## src/rtl/aidc_lite_pkg.sv

```systemverilog
// Shared definitions for the AIDC-lite concatenation scheduler.
// Holds the scheduler state encoding, the default block geometry
// (beat width, maximum compressed block size, preloaded prefix) and the
// widths of the size/bit-count fields.
package aidc_lite_pkg;

  localparam int DEF_DATA_SIZE   = 66;
  localparam int DEF_MAX_BITS    = 512;
  localparam int DEF_PREFIX_BITS = 2;

  // Bit-count accumulator and per-beat size field widths.
  localparam int ACC_W  = 11;
  localparam int SIZE_W = 7;

  typedef enum logic [1:0] {
    ST_IDLE = 2'd0,
    ST_XFER = 2'd1,
    ST_SINK = 2'd2
  } state_t;

endpackage

```

## src/rtl/aidc_lite_concat_sched.sv

```systemverilog
// aidc_lite_concat_sched
// Block-granular round-robin scheduler between two code-beat requesters
// feeding one concatenation unit. A grant lasts from the first accepted
// beat to the eop beat. Each block's bit count (prefix included) is
// tracked. A block that grows past MAX_BITS is cut short on the cc side,
// its remaining beats are drained, and it is flagged for raw fallback.
//
// Ports:
//   clk, rst_n        clock, synchronous active-low reset
//   req_valid_i[1:0]  per-requester beat valid
//   req_ready_o[1:0]  per-requester beat accept (granted requester only)
//   req_sop_i/eop_i   per-requester block start/end markers
//   req_data_i[2]     per-requester beat data, MSB-aligned
//   req_size_i[2]     per-requester valid bits in beat (0..66)
//   cc_valid/sop/eop/data/size_o  registered beat to concatenation unit
//   cmpl_valid_o      one-cycle block completion pulse
//   cmpl_id_o         requester that owned the completed block
//   cmpl_bits_o       final block size in bits
//   cmpl_ovf_o        block overflowed MAX_BITS
module aidc_lite_concat_sched
  import aidc_lite_pkg::*;
#(
  parameter int DATA_SIZE   = DEF_DATA_SIZE,
  parameter int MAX_BITS    = DEF_MAX_BITS,
  parameter int PREFIX_BITS = DEF_PREFIX_BITS
) (
  input  logic                 clk,
  input  logic                 rst_n,
  input  logic [1:0]           req_valid_i,
  output logic [1:0]           req_ready_o,
  input  logic [1:0]           req_sop_i,
  input  logic [1:0]           req_eop_i,
  input  logic [DATA_SIZE-1:0] req_data_i [2],
  input  logic [SIZE_W-1:0]    req_size_i [2],
  output logic                 cc_valid_o,
  output logic                 cc_sop_o,
  output logic                 cc_eop_o,
  output logic [DATA_SIZE-1:0] cc_data_o,
  output logic [SIZE_W-1:0]    cc_size_o,
  output logic                 cmpl_valid_o,
  output logic                 cmpl_id_o,
  output logic [ACC_W-1:0]     cmpl_bits_o,
  output logic                 cmpl_ovf_o
);

  localparam logic [ACC_W-1:0] PREFIX_INIT = ACC_W'(PREFIX_BITS);
  localparam logic [ACC_W-1:0] MAX_LIM     = ACC_W'(MAX_BITS);

  state_t               state_q, state_d;
  logic                 grant_q, grant_d;
  logic                 rr_q, rr_d;
  logic [ACC_W-1:0]     acc_q, acc_d;
  logic                 ovf_q, ovf_d;
  logic                 first_q, first_d;

  logic                 cc_valid_d, cc_sop_d, cc_eop_d;
  logic [DATA_SIZE-1:0] cc_data_d;
  logic [SIZE_W-1:0]    cc_size_d;
  logic                 cmpl_valid_d, cmpl_id_d, cmpl_ovf_d;
  logic [ACC_W-1:0]     cmpl_bits_d;

  logic                 pick;
  logic                 sel_valid, sel_eop;
  logic [DATA_SIZE-1:0] sel_data;
  logic [SIZE_W-1:0]    sel_size;
  logic [ACC_W-1:0]     sum;

  // The first accepted beat of a grant always opens a cc block, so the
  // requester's own sop marker carries no information here.
  logic sop_unused;
  assign sop_unused = ^req_sop_i;

  always_comb begin
    state_d      = state_q;
    grant_d      = grant_q;
    rr_d         = rr_q;
    acc_d        = acc_q;
    ovf_d        = ovf_q;
    first_d      = first_q;
    cc_valid_d   = 1'b0;
    cc_sop_d     = 1'b0;
    cc_eop_d     = 1'b0;
    cc_data_d    = '0;
    cc_size_d    = '0;
    cmpl_valid_d = 1'b0;
    cmpl_id_d    = 1'b0;
    cmpl_bits_d  = '0;
    cmpl_ovf_d   = 1'b0;
    req_ready_o  = 2'b00;
    pick         = 1'b0;

    sel_valid = req_valid_i[grant_q];
    sel_eop   = req_eop_i[grant_q];
    sel_data  = req_data_i[grant_q];
    sel_size  = req_size_i[grant_q];
    sum       = acc_q + {{(ACC_W-SIZE_W){1'b0}}, sel_size};

    unique case (state_q)
      ST_IDLE: begin
        if (|req_valid_i) begin
          // Contest goes to the rr pointer; a lone requester wins outright.
          pick     = (&req_valid_i) ? rr_q : req_valid_i[1];
          grant_d  = pick;
          rr_d     = ~pick;
          acc_d    = PREFIX_INIT;
          ovf_d    = 1'b0;
          first_d  = 1'b1;
          state_d  = ST_XFER;
        end
      end

      ST_XFER: begin
        req_ready_o[grant_q] = 1'b1;
        if (sel_valid) begin
          cc_valid_d = 1'b1;
          cc_sop_d   = first_q;
          cc_data_d  = sel_data;
          cc_size_d  = sel_size;
          first_d    = 1'b0;
          if (sum > MAX_LIM) begin
            // Overflowing beat still closes the cc block so the
            // concatenation unit sees a well-formed (if abandoned) block.
            cc_eop_d = 1'b1;
            ovf_d    = 1'b1;
            if (sel_eop) begin
              cmpl_valid_d = 1'b1;
              cmpl_id_d    = grant_q;
              cmpl_bits_d  = MAX_LIM;
              cmpl_ovf_d   = 1'b1;
              acc_d        = PREFIX_INIT;
              ovf_d        = 1'b0;
              state_d      = ST_IDLE;
            end else begin
              state_d = ST_SINK;
            end
          end else begin
            cc_eop_d = sel_eop;
            acc_d    = sum;
            if (sel_eop) begin
              cmpl_valid_d = 1'b1;
              cmpl_id_d    = grant_q;
              cmpl_bits_d  = sum;
              cmpl_ovf_d   = 1'b0;
              acc_d        = PREFIX_INIT;
              state_d      = ST_IDLE;
            end
          end
        end
      end

      ST_SINK: begin
        req_ready_o[grant_q] = 1'b1;
        if (sel_valid && sel_eop) begin
          cmpl_valid_d = 1'b1;
          cmpl_id_d    = grant_q;
          cmpl_bits_d  = MAX_LIM;
          cmpl_ovf_d   = ovf_q;
          acc_d        = PREFIX_INIT;
          ovf_d        = 1'b0;
          state_d      = ST_IDLE;
        end
      end

      default: begin
        state_d = ST_IDLE;
      end
    endcase

    // Ready is combinational, so hold it low while reset is asserted.
    if (!rst_n) begin
      req_ready_o = 2'b00;
    end
  end

  always_ff @(posedge clk) begin
    if (!rst_n) begin
      state_q      <= ST_IDLE;
      grant_q      <= 1'b0;
      rr_q         <= 1'b0;
      acc_q        <= PREFIX_INIT;
      ovf_q        <= 1'b0;
      first_q      <= 1'b0;
      cc_valid_o   <= 1'b0;
      cc_sop_o     <= 1'b0;
      cc_eop_o     <= 1'b0;
      cc_data_o    <= '0;
      cc_size_o    <= '0;
      cmpl_valid_o <= 1'b0;
      cmpl_id_o    <= 1'b0;
      cmpl_bits_o  <= '0;
      cmpl_ovf_o   <= 1'b0;
    end else begin
      state_q      <= state_d;
      grant_q      <= grant_d;
      rr_q         <= rr_d;
      acc_q        <= acc_d;
      ovf_q        <= ovf_d;
      first_q      <= first_d;
      cc_valid_o   <= cc_valid_d;
      cc_sop_o     <= cc_sop_d;
      cc_eop_o     <= cc_eop_d;
      cc_data_o    <= cc_data_d;
      cc_size_o    <= cc_size_d;
      cmpl_valid_o <= cmpl_valid_d;
      cmpl_id_o    <= cmpl_id_d;
      cmpl_bits_o  <= cmpl_bits_d;
      cmpl_ovf_o   <= cmpl_ovf_d;
    end
  end

endmodule

```

## config.mk

```make
export PLATFORM = sky130hd
export DESIGN_NAME = aidc_lite_concat_sched
export DESIGN_NICKNAME = d
export VERILOG_FILES = /design/src/rtl/aidc_lite_pkg.sv /design/src/rtl/aidc_lite_concat_sched.sv
export SDC_FILE = /design/constraint.sdc
export NUM_CORES = 1
export LEC_CHECK = 0
export CAP_MARGIN = 20
export CORE_MARGIN = 2
export CORE_UTILIZATION = 35
export DETAILED_ROUTE_END_ITERATION = 8
export PLACE_DENSITY = 0.74
export SYNTH_ARGS = -nofsm -noshare
export SYNTH_HDL_FRONTEND = slang
export SYNTH_SLANG_ARGS = --single-unit
export TNS_END_PERCENT = 5
```

## constraint.sdc

```tcl
create_clock -name clk -period 4.9 [get_ports clk]
set_clock_uncertainty 0.15 [all_clocks]
set_input_delay 1.225 -clock clk [delete_from_list [all_inputs] [get_ports clk]]
set_output_delay 1.225 -clock clk [all_outputs]
set_load 0.05 [all_outputs]
```

==> results.md <==
* Min Tclk post-route at 4542 ps
* Hold buffers post-CTS at 0
* CTS sink cnt at 107
* Synth unique cells at 57
* Synthesized netlist cell count at 454
* Die area at 13550 sq um
* Setup bufs post-CTS at 0
* Hold Path Class: register to register
* Vias per Instance at 4.799
* Setup crit end kind: register
* Reg2Reg Capture Point: cmpl_bits_o[8]
* Data arrival time of the worst path at 4670 ps
* Vias post-DR at 4180
* Fillers at 1081
* Post-route DRC violation count at 0
* Core area at 12470 sq um
* Gr ovfl total at 0
* Initial antenna violation count at 0
* Non-filler instance count after layout at 871
* Number of stages on the worst hold path at 2
* R2R setup slack at 1130 ps
* Dpl ws at -14.50 ps
* Gpl congestion at 0.8838
* Routed Antenna Nets at 0
* Global-route wire length before repair at 20370 um
* Syn Std Cell Area at 4420 sq um
* RSZ-0062 raised after global routing: false
* Top FF cell, synth: dfxtp_1
* Final worst slack at 358.4 ps
* Syn_nets at 619
* Max-cap viol count at 0
* CTS H-tree lvls at 3
* Layout cell share with drive strength beyond 1 at 5.866%
* Die height at 116.4 um
* Wire per inst at 16.47 um
* Reg-to-Reg Start: grant_q
* Post-CTS Resized at 0
* Die Wd at 116.4 um
* #FFs+latches synth at 107
* Post-synth top area cell: dfxtp_1
* Worst Tran Pin Value at 689.3 ps
* Worst Path Max Fanout at 8
* EDFF count, synth at 0
* Syn avg cell area at 9.737 sq um
* DP HPWL at 11120 um
* Pre-antenna DRT Iters at 4
* Ports at 246
* Share of the synthesized area in the top cell type at 48.46%
* Post-synth ARST share at 0%
* Worst slew margin at 54.04%
* Worst Reg-to-Reg Cells at 11
* Max IR drop VDD at 0.2458 mV
* Vias in the first global route at 3802
* # port buffers at 243
* Later-pin clock latency in the skew report at 350 ps
* Clock transition at the registers of the reported paths at 70 ps
* CTS buffer count at 9
* Setup crit start kind: input pin
* Fmax at 0.2202 GHz
* Largest net degree at the start of global routing at 68
* Pwr Density at 333.5 nW/um^2
* Clk buf depth at 2
* CP required at 5030 ps
* GRT Resource Usage Total at 19.79%
* Clock root buffer: clkbuf_16
* TritonCTS clock tree: yes
* Area grow syn2layout at 65.95%
* Setup CP Type: input pin to register
* Placed cell count at 856
* Row count at 41
* Hold Path Sink: cc_sop_o
* Slew Viols, Final at 0
* Antenna diodes at 0
* Hold Fails Final Rpt at 0
* Final nets at 860
* Final setup violation count at 0
* Ys Warns at 0
* HP Start: first_q
* Sequential area share after synthesis at 48.46%
* Initial Utilization at 35.46%
* Synth top area cells: dfxtp_1 (48%), mux2i_1 (15%), nor2_1 (7.7%)
* Detailed Route Iter0 Violations at 323
* Status: complete, no violations
* Lkg Pwr at 0.002754 uW
* Final worst-path cycle share at 92.69%
* Final WL at 14350 um
-- area by class of cell --
type                       count  area, sq um  share of cell area [%]
timing repair buffer         250         2482                   33.84
sequential                   107         2146                   29.25
tap                          172        215.2                   2.934
clock inverter                 4        50.05                  0.6822
multi-input combinational    313         2147                   29.27
clock buffer                  11        242.7                   3.309
inverter                      14        52.55                  0.7164
-- how the worst max path moves through the flow --
stage                  start              to  depth (start not counted)  slack (ps)
2_1_floorplan  req_size_i[0]        acc_q[6]                         10         730
3_3_place_gp   req_size_i[0]  cmpl_bits_o[2]                         12          30
3_5_place_dp   req_size_i[0]  cmpl_bits_o[8]                         12         -10
4_1_cts        req_size_i[0]  cmpl_bits_o[8]                         12         330
5_1_grt        req_size_i[0]  cmpl_bits_o[6]                         12         150
6_report       req_size_i[0]  cmpl_bits_o[8]                         12         360
-- critical path, stage by stage --
cell and delay (ps):
clkdlybuf4s50_1 410, mux2_2 290, ha_1 240, fa_1 440
a211oi_2 300, o21a_1 200, o221ai_1 140, or4b_1 640
o21ai_4 240, buf_4 180, nand3_2 200, nor2b_1 160
-- sequential cells by signal, indices dropped and copies added, names as in the netlist --
| signal | count |
|---|---|
| cc_eop_o | 1 |
| cc_sop_o | 1 |
| cc_valid_o | 1 |
| rr_q | 1 |
| acc_q | 11 |
| cmpl_valid_o | 1 |
| cmpl_ovf_o | 1 |
| grant_q | 1 |
| first_q | 1 |
| cmpl_id_o | 1 |
| cc_size_o | 7 |
| ovf_q | 1 |
| cmpl_bits_o | 11 |
| state_q | 2 |
| cc_data_o | 66 |
-- cells in the mapped netlist, types with 2 or more instances --
library cell / instances
ha_1: 10
nand3_1: 9
nor3_1: 7
nand2b_1: 3
o221ai_1: 3
a31oi_1: 3
and3_1: 4
a21oi_1: 13
a2111oi_0: 2
clkbuf_1: 10
inv_1: 13
nor2_1: 91
and2_1: 12
or4b_1: 3
buf_1: 8
mux2_2: 8
nand3_2: 2
dfxtp_1: 107
o21a_1: 2
o21ba_1: 2
a32o_1: 3
o2bb2ai_1: 3
mux2i_1: 67
nand2_1: 14
o21ai_1: 4
o21ai_0: 6
o22ai_1: 4
xor2_1: 2
or2_2: 2
a211oi_2: 2
nor2b_1: 7
o211ai_1: 2
a221oi_1: 2
-- layer usage --
metal	global-route usage (%)	up-vias	share of wire [%]
li1	-	2049	-
met1	24.09	1949	40
met2	33.37	166	50
met3	6.020	16	8.1
met4	6.667	0	1.4
met5	0	-	0
-- power by group --
part	switching, uW	internal (uW)	leakage [uW]
combinational	437	334	0.00174
sequential	23.2	926	0.000867
clock	319	408	0.000146
total	779	1670	0.00275
-- stage by stage --
stage / util (%) / hold slack, ps / TNS [ps] / cell area [sq um] / total power [uW]
floorplan: - / 266.7 / 0 / 4420 / 1443
global placement: 56.50 / 286.7 / 0 / 7043 / 1721
detailed placement: 56.50 / 289.9 / -29.24 / 7043 / 1736
CTS: 58.85 / 314.8 / 0 / 7336 / 2467
global route: 58.85 / 341.2 / 0 / 7336 / 2560
finish: 58.85 / 308.3 / 0 / 7336 / 2447
-- logic make-up (layout without fill, tap and decap cells) --
logic type,after synthesis,count (layout),share of synthesized area (%)
DFF,107,107,48.46
AOI/OAI and AO/OA,65,65,10.90
buffers and inverters,34,279,3.085
adders and majority gates,11,11,3.283
xor gates and xnor gates,2,2,0.3963
and+or+nand+nor,159,159,16.59
muxes,75,75,17.21
other,1,1,0.08483
-- placed cells by master (no fill, tap or decap), types with 4 or more instances in the layout --
cell type	synthesis	layout
mux2i_1	67	67
inv_1	13	13
o21ai_1	4	4
o21ai_0	6	6
and3_1	4	4
nand3_1	9	8
o22ai_1	4	4
a21oi_1	13	13
nand2_1	14	14
nor3_1	7	7
clkbuf_16	0	9
clkdlybuf4s50_1	0	242
and2_1	12	12
nor2_1	91	91
mux2_2	8	8
buf_4	0	8
ha_1	10	10
nor2b_1	7	7
dfxtp_1	107	106
Note: power is estimated with default switching activity, not from simulation.
